File: src/rtl/branch_unit_if.sv
// branch_unit_if
//   Bundles the status, sequencing and branch handshake signals between the
//   datapath/controller (master) and the branch unit (slave).
//
//   master -> slave : load_stat, stat_in[2:0] {V,N,Z}, pc_inc, br_req,
//                     br_cond[2:0], br_imm[IMM_W-1:0], rd_val[15:0]
//   slave -> master : pc_out[PC_W-1:0], flags[2:0], busy, br_done, taken,
//                     link_we, link_val[15:0]
interface branch_unit_if #(
  parameter int unsigned PC_W  = 9,
  parameter int unsigned IMM_W = 8
);
  logic             load_stat;
  logic [2:0]       stat_in;
  logic             pc_inc;
  logic             br_req;
  logic [2:0]       br_cond;
  logic [IMM_W-1:0] br_imm;
  logic [15:0]      rd_val;

  logic [PC_W-1:0]  pc_out;
  logic [2:0]       flags;
  logic             busy;
  logic             br_done;
  logic             taken;
  logic             link_we;
  logic [15:0]      link_val;

  modport master (
    output load_stat, stat_in, pc_inc, br_req, br_cond, br_imm, rd_val,
    input  pc_out, flags, busy, br_done, taken, link_we, link_val
  );

  modport slave (
    input  load_stat, stat_in, pc_inc, br_req, br_cond, br_imm, rd_val,
    output pc_out, flags, busy, br_done, taken, link_we, link_val
  );
endinterface

File: src/rtl/branch_unit.sv
// branch_unit
//   Holds the program counter and the {V,N,Z} flag register. A branch request
//   accepted in IDLE is evaluated against the latched flags in EVAL and the
//   resulting PC is committed in COMMIT, followed by a one-cycle br_done pulse
//   (and link_we for BL/BLX).
//
//   clk   : rising-edge clock
//   reset : synchronous, active-high
//   bus   : branch_unit_if.slave (status, pc_inc, branch request/response)
module branch_unit #(
  parameter int unsigned PC_W  = 9,
  parameter int unsigned IMM_W = 8
) (
  input logic          clk,
  input logic          reset,
  branch_unit_if.slave bus
);

  typedef enum logic [1:0] {StIdle, StEval, StCommit} state_e;

  localparam logic [2:0] CondB   = 3'd0;
  localparam logic [2:0] CondBeq = 3'd1;
  localparam logic [2:0] CondBne = 3'd2;
  localparam logic [2:0] CondBlt = 3'd3;
  localparam logic [2:0] CondBle = 3'd4;
  localparam logic [2:0] CondBl  = 3'd5;
  localparam logic [2:0] CondBx  = 3'd6;
  localparam logic [2:0] CondBlx = 3'd7;

  state_e           r_state, w_state_d;

  logic [PC_W-1:0]  r_pc;
  logic [2:0]       r_flags;

  // Snapshot of the request taken when leaving IDLE.
  logic [2:0]       r_cond;
  logic [IMM_W-1:0] r_imm;
  logic [PC_W-1:0]  r_rd_tgt;
  logic [PC_W-1:0]  r_pc_cur;

  // Result of EVAL, consumed in COMMIT.
  logic             r_br_taken;
  logic [PC_W-1:0]  r_target;

  logic             r_taken;
  logic             r_done;
  logic             r_link_we;
  logic [15:0]      r_link_val;

  logic             w_taken_eval;
  logic [PC_W-1:0]  w_seq;
  logic [PC_W-1:0]  w_imm_ext;
  logic [PC_W-1:0]  w_target;
  logic             w_is_link;
  logic             w_z, w_n, w_v;

  assign w_z = r_flags[0];
  assign w_n = r_flags[1];
  assign w_v = r_flags[2];

  assign w_seq     = r_pc_cur + PC_W'(1);
  // Size cast of a signed operand sign-extends the immediate.
  assign w_imm_ext = PC_W'($signed(r_imm));
  assign w_is_link = (r_cond == CondBl) || (r_cond == CondBlx);

  always_comb begin
    w_taken_eval = 1'b1;
    unique case (r_cond)
      CondBeq: w_taken_eval = w_z;
      CondBne: w_taken_eval = ~w_z;
      CondBlt: w_taken_eval = w_n ^ w_v;
      CondBle: w_taken_eval = (w_n ^ w_v) | w_z;
      CondB, CondBl, CondBx, CondBlx: w_taken_eval = 1'b1;
      default: w_taken_eval = 1'b1;
    endcase
  end

  always_comb begin
    w_target = w_seq + w_imm_ext;
    if ((r_cond == CondBx) || (r_cond == CondBlx)) begin
      w_target = r_rd_tgt;
    end
  end

  // Next-state logic.
  always_comb begin
    w_state_d = r_state;
    unique case (r_state)
      StIdle:   if (bus.br_req) w_state_d = StEval;
      StEval:   w_state_d = StCommit;
      StCommit: w_state_d = StIdle;
      default:  w_state_d = StIdle;
    endcase
  end

  always_ff @(posedge clk) begin
    if (reset) begin
      r_state <= StIdle;
    end else begin
      r_state <= w_state_d;
    end
  end

  always_ff @(posedge clk) begin
    if (reset) begin
      r_pc       <= '0;
      r_flags    <= '0;
      r_cond     <= '0;
      r_imm      <= '0;
      r_rd_tgt   <= '0;
      r_pc_cur   <= '0;
      r_br_taken <= 1'b0;
      r_target   <= '0;
      r_taken    <= 1'b0;
      r_done     <= 1'b0;
      r_link_we  <= 1'b0;
      r_link_val <= '0;
    end else begin
      // Flags load in any state; EVAL reads the value already in the register.
      if (bus.load_stat) r_flags <= bus.stat_in;
      r_done    <= 1'b0;
      r_link_we <= 1'b0;
      unique case (r_state)
        StIdle: begin
          if (bus.br_req) begin
            r_cond   <= bus.br_cond;
            r_imm    <= bus.br_imm;
            r_rd_tgt <= bus.rd_val[PC_W-1:0];
            r_pc_cur <= r_pc;
          end else if (bus.pc_inc) begin
            r_pc <= r_pc + PC_W'(1);
          end
        end
        StEval: begin
          r_br_taken <= w_taken_eval;
          r_target   <= w_target;
        end
        StCommit: begin
          r_pc       <= r_br_taken ? r_target : w_seq;
          r_taken    <= r_br_taken;
          r_done     <= 1'b1;
          r_link_we  <= w_is_link;
          r_link_val <= 16'(w_seq);
        end
        default: ;
      endcase
    end
  end

  assign bus.pc_out   = r_pc;
  assign bus.flags    = r_flags;
  assign bus.busy     = (r_state != StIdle);
  assign bus.br_done  = r_done;
  assign bus.taken    = r_taken;
  assign bus.link_we  = r_link_we;
  assign bus.link_val = r_link_val;

endmodule

File: src/flat_wrapper.sv
// flat-port wrapper written by rule: the top's interface ports become plain ports
module branch_unit_flat 
#(
  parameter int unsigned PC_W  = 9,
  parameter int unsigned IMM_W = 8
)
  (clk, reset, bus_load_stat, bus_stat_in, bus_pc_inc, bus_br_req, bus_br_cond, bus_br_imm, bus_rd_val, bus_pc_out, bus_flags, bus_busy, bus_br_done, bus_taken, bus_link_we, bus_link_val);
  branch_unit_if #(.PC_W(PC_W), .IMM_W(IMM_W)) bus_i ();
  input logic clk;
  input logic reset;
  input wire logic [$bits(bus_i.load_stat)-1:0] bus_load_stat;
  input wire logic [$bits(bus_i.stat_in)-1:0] bus_stat_in;
  input wire logic [$bits(bus_i.pc_inc)-1:0] bus_pc_inc;
  input wire logic [$bits(bus_i.br_req)-1:0] bus_br_req;
  input wire logic [$bits(bus_i.br_cond)-1:0] bus_br_cond;
  input wire logic [$bits(bus_i.br_imm)-1:0] bus_br_imm;
  input wire logic [$bits(bus_i.rd_val)-1:0] bus_rd_val;
  output wire logic [$bits(bus_i.pc_out)-1:0] bus_pc_out;
  output wire logic [$bits(bus_i.flags)-1:0] bus_flags;
  output wire logic [$bits(bus_i.busy)-1:0] bus_busy;
  output wire logic [$bits(bus_i.br_done)-1:0] bus_br_done;
  output wire logic [$bits(bus_i.taken)-1:0] bus_taken;
  output wire logic [$bits(bus_i.link_we)-1:0] bus_link_we;
  output wire logic [$bits(bus_i.link_val)-1:0] bus_link_val;
  assign bus_i.load_stat = bus_load_stat;
  assign bus_i.stat_in = bus_stat_in;
  assign bus_i.pc_inc = bus_pc_inc;
  assign bus_i.br_req = bus_br_req;
  assign bus_i.br_cond = bus_br_cond;
  assign bus_i.br_imm = bus_br_imm;
  assign bus_i.rd_val = bus_rd_val;
  assign bus_pc_out = bus_i.pc_out;
  assign bus_flags = bus_i.flags;
  assign bus_busy = bus_i.busy;
  assign bus_br_done = bus_i.br_done;
  assign bus_taken = bus_i.taken;
  assign bus_link_we = bus_i.link_we;
  assign bus_link_val = bus_i.link_val;
  branch_unit #(.PC_W(PC_W), .IMM_W(IMM_W)) u_core (.clk(clk), .reset(reset), .bus(bus_i));
endmodule
File: config.mk
export PLATFORM = sky130hd
export DESIGN_NAME = branch_unit_flat
export DESIGN_NICKNAME = d
export VERILOG_FILES = /design/src/rtl/branch_unit_if.sv /design/src/rtl/branch_unit.sv /design/src/flat_wrapper.sv
export SDC_FILE = /design/constraint.sdc
export NUM_CORES = 1
export LEC_CHECK = 0
export CORE_MARGIN = 2
export CORE_UTILIZATION = 46
export CTS_CLUSTER_SIZE = 28
export DETAILED_ROUTE_END_ITERATION = 10
export GPL_ROUTABILITY_DRIVEN = 0
export PLACE_DENSITY = 0.73
export SKIP_LAST_GASP = 1
export SLEW_MARGIN = 20
export SYNTH_ARGS = -nofsm -noshare
export SYNTH_HDL_FRONTEND = slang
export SYNTH_SLANG_ARGS = --single-unit
File: constraint.sdc
create_clock -name clk -period 2.1 [get_ports clk]
set_input_delay 0.21 -clock clk [delete_from_list [all_inputs] [get_ports clk]]
set_output_delay 0.21 -clock clk [all_outputs]
set_load 0.02 [all_outputs]
==> flow_metrics.env <==
export IMPL_crit_start="u_core.r_pc_cur[2]"
export IMPL_die_y_um=88.1
export IMPL_cts_inserted_buffers=9
export IMPL_nets=530
export IMPL_hold_viol_final=0
export IMPL_dieArea_mm2=0.00776
export IMPL_p_per_area_mw_per_mm2=672
export IMPL_cts_max_level=3
export IMPL_synth_cell_types=54
export IMPL_finalCriticalPeriod_ns=2.19
export IMPL_outcome="finished, violations left"
export IMPL_finalWorstSetupSlack_ns=-0.0947
export IMPL_vdd_drop_max_uv=349
export IMPL_reg2reg_slack_ns=-0.09
export IMPL_synth_avg_cell_area_um2=7.86
export IMPL_synth_yosys_warnings=0
export IMPL_drive_gt1_share_pct=16.2
export IMPL_grt_max_degree=48
export IMPL_final_antenna_net_count=0
export IMPL_grt_pass1_wl_um=13900
export IMPL_drc=0
export IMPL_power_internal_mw=2.20
export IMPL_drtIter0Drc=243
export IMPL_grt_pass1_vias=3004
export IMPL_grt_usage_pct=23.0
export IMPL_yosys_register_bits=65
export IMPL_gr_total_overflow=0
export IMPL_wl_um=8540
export IMPL_slowest_stage="dfxtp_4"
export IMPL_path_buf_inv=0
export IMPL_synth_top_cell_area_share_pct=40.0
export IMPL_drv_cap=0
export IMPL_cts_reportedPaths_clkPinSlew_ns=0.08
export IMPL_syn_inst=414
export IMPL_violations="negative setup slack"
export IMPL_clock_latency_ns=0.34
export IMPL_period_share_pct=105
export IMPL_rows=30
export IMPL_r2r_cells=8
export IMPL_vias=3110
export IMPL_crit_chain="and3_4, nand3_1, xnor2_1, ha_1, o21ai_0, a32oi_2, xor2_1, a2111oi_2"
export IMPL_switching_share_pct=25.3
export IMPL_netlist_top_cells_area="dfxtp_1, nand2_1, a21oi_1, nor2_1, ha_1"
export IMPL_min_path_type="primary input to register"
export IMPL_cp_depth=8
export IMPL_r2r_start="u_core.r_pc_cur[2]"
export IMPL_crit_required_ns=2.34
export IMPL_startpoint_type="register"
export IMPL_relSlewSlack_pct=46.2
export IMPL_setup_viol=2
export IMPL_seq_power_share_pct=45.6
export IMPL_post_dp_cell_area_mm2=0.00404
export IMPL_final_area_mm2=0.00438
export IMPL_viasPerCell=5.33
export IMPL_dpl_hpwl_um=5970
export IMPL_synth_seq_area_share_pct=40.0
export IMPL_cts_buffer_depth=2
export IMPL_critPathKind="register to register"
export IMPL_synth_flop_cell="dfxtp_1"
export IMPL_die_w_um=88.1
export IMPL_tns_ns=-0.123
export IMPL_r2r_end="u_core.r_target[8]"
export IMPL_fmaxAchievable_mhz=456
export IMPL_p_sw_uw=746
export IMPL_yosysTopAreaCell="dfxtp_1"
export IMPL_layout_cells_non_filler=584
export IMPL_whs_ns=0.170
export IMPL_start_util_pct=47.6
export IMPL_antenna_found_initial=0
export IMPL_cp_top_family="compound AO/OA/AOI/OAI gates"
export IMPL_clkPwrFrac_pct=41.1
export IMPL_clock_sink_count=65
export IMPL_p_leak_nw=1.67
export IMPL_end_kind="register"
export IMPL_final_common_cell="nand2_1"
export IMPL_cts_tree="done"
export IMPL_port_buffers=52
export IMPL_ios=67
export IMPL_drv_slew=0
export IMPL_cts_root_buf="clkbuf_8"
export IMPL_diodes=0
export IMPL_crit_end="u_core.r_target[8]"
export IMPL_fin_util_pct=64.1
export IMPL_pwr_share_comb_pct=13.3
export IMPL_core_mm2=0.00683
export IMPL_crit_arrival_ns=2.43
export IMPL_area_growth_pct=34.6
export IMPL_crit_fanout=4
export IMPL_dp_cells=565
export IMPL_slowest_delay_ns=0.38
export IMPL_post_drt_wl_per_cell_um=14.6
export IMPL_netlist_area_mm2=0.00325
export IMPL_dp_slack_ns=-0.163
export IMPL_final_cell_mix="nand2_1, dfxtp_1, clkdlybuf4s50_1, a21oi_1, nor2_1"
export IMPL_synth_edf_count=0
export IMPL_drt_pass1_iter_count=4
export IMPL_worst_slew_pin_slew_ns=0.805
export IMPL_rsz0062_at_grt="yes"
export IMPL_synth_async_reset_ratio_pct=0
export IMPL_timing_clock_skew_ns=0.0112
export IMPL_finalPower_mw=2.94
## worst register-to-register path, stage by stage (launching register included)
cell,delay (ns)
dfxtp_4,0.38
and3_4,0.20
nand3_1,0.11
xnor2_1,0.26
ha_1,0.31
o21ai_0,0.24
a32oi_2,0.09
xor2_1,0.19
a2111oi_2,0.30
## flip-flops by register name, summed over array words and instances (netlist names)
signal,cells
u_core.bus.link_val,9
u_core.bus.pc_out,9
u_core.r_pc_cur,9
u_core.r_rd_tgt,9
u_core.r_target,9
u_core.r_imm,8
u_core.bus.flags,3
u_core.r_cond,3
u_core.r_state,2
u_core.bus.br_done,1
u_core.bus.link_we,1
u_core.bus.taken,1
u_core.r_br_taken,1
## repair_timing
item | in CTS | in global routing
endpoints found under the setup margin | 3 | 6
gates resized for setup | 13 | 10
hold buffers | 0 | 0
pin swaps | 9 | 5
setup buffers | 2 | 2
gates cloned | 0 | 0
## cells by family (layout without fill, tap and decap cells)
kind of cell	count (synthesis)	count (layout)	share of synthesized area [%]
flops	65	65	40.0
simple gates	172	172	23.6
fa+ha+maj	12	12	4.84
compound gates	104	104	19.6
other cells	1	7	0.115
buf+inv	43	111	6.61
mux	6	6	1.88
xor+xnor	11	11	3.38
## layer usage
| metal | routed length, um | vias up | GRT usage (%) |
|---|---|---|---|
| met2 | 4160 | 86 | 36.9 |
| met5 | 0 | - | 0 |
| met1 | 3720 | 1449 | 29.4 |
| li1 | - | 1551 | - |
| met3 | 388 | 24 | 4.62 |
| met4 | 276 | 0 | 11.7 |
## power by group through the flow
stage | logic [mW] | clock network [mW] | registers (mW)
floorplan | 0.229 | 0 | 1.37
global placement | 0.373 | 0 | 1.37
detailed placement | 0.381 | 0 | 1.37
CTS | 0.387 | 1.23 | 1.34
global route | 0.434 | 1.27 | 1.35
finish | 0.392 | 1.21 | 1.34
## area by class of cell
cell class                 count  area (um2)
inverter                      12        45.0
multi-input combinational    312        1900
clock inverter                 5        77.6
timing repair buffer          83         773
fill                         604        2450
clock buffer                  11         151
tap                           96         120
sequential                    65        1320
## cell usage after synthesis (2+ instances only)
| master | number |
|---|---|
| a21oi_1 | 51 |
| a21o_1 | 4 |
| nand3_1 | 15 |
| o21ai_0 | 18 |
| a211oi_1 | 5 |
| o21bai_1 | 2 |
| buf_2 | 2 |
| ha_1 | 11 |
| a311oi_1 | 3 |
| inv_1 | 12 |
| buf_4 | 7 |
| nor2_1 | 39 |
| clkbuf_1 | 18 |
| and2_1 | 2 |
| xnor2_1 | 4 |
| a22oi_1 | 2 |
| nor2b_1 | 3 |
| a31oi_1 | 4 |
| nand2b_1 | 4 |
| nand2_1 | 80 |
| mux2i_1 | 5 |
| and3_1 | 4 |
| dfxtp_1 | 65 |
| xor2_1 | 6 |
| o211ai_1 | 5 |
| nor3_1 | 14 |
| buf_6 | 2 |
## worst min path at each step
| stage | startpoint | end | slack (ns) | cells after the start |
|---|---|---|---|---|
| 2_1_floorplan | reset | u_core.bus.br_done | 0.30 | 1 |
| 4_1_cts | reset | u_core.bus.pc_out[1] | 0.15 | 2 |
| 6_report | reset | u_core.bus.pc_out[1] | 0.17 | 2 |
| 3_3_place_gp | u_core.r_target[1] | u_core.r_target[1] | 0.45 | 2 |
| 5_1_grt | reset | u_core.bus.pc_out[2] | 0.19 | 2 |
| 3_5_place_dp | u_core.bus.link_val[0] | u_core.bus.link_val[0] | 0.45 | 2 |
Note: power is estimated with default switching activity, not from simulation.
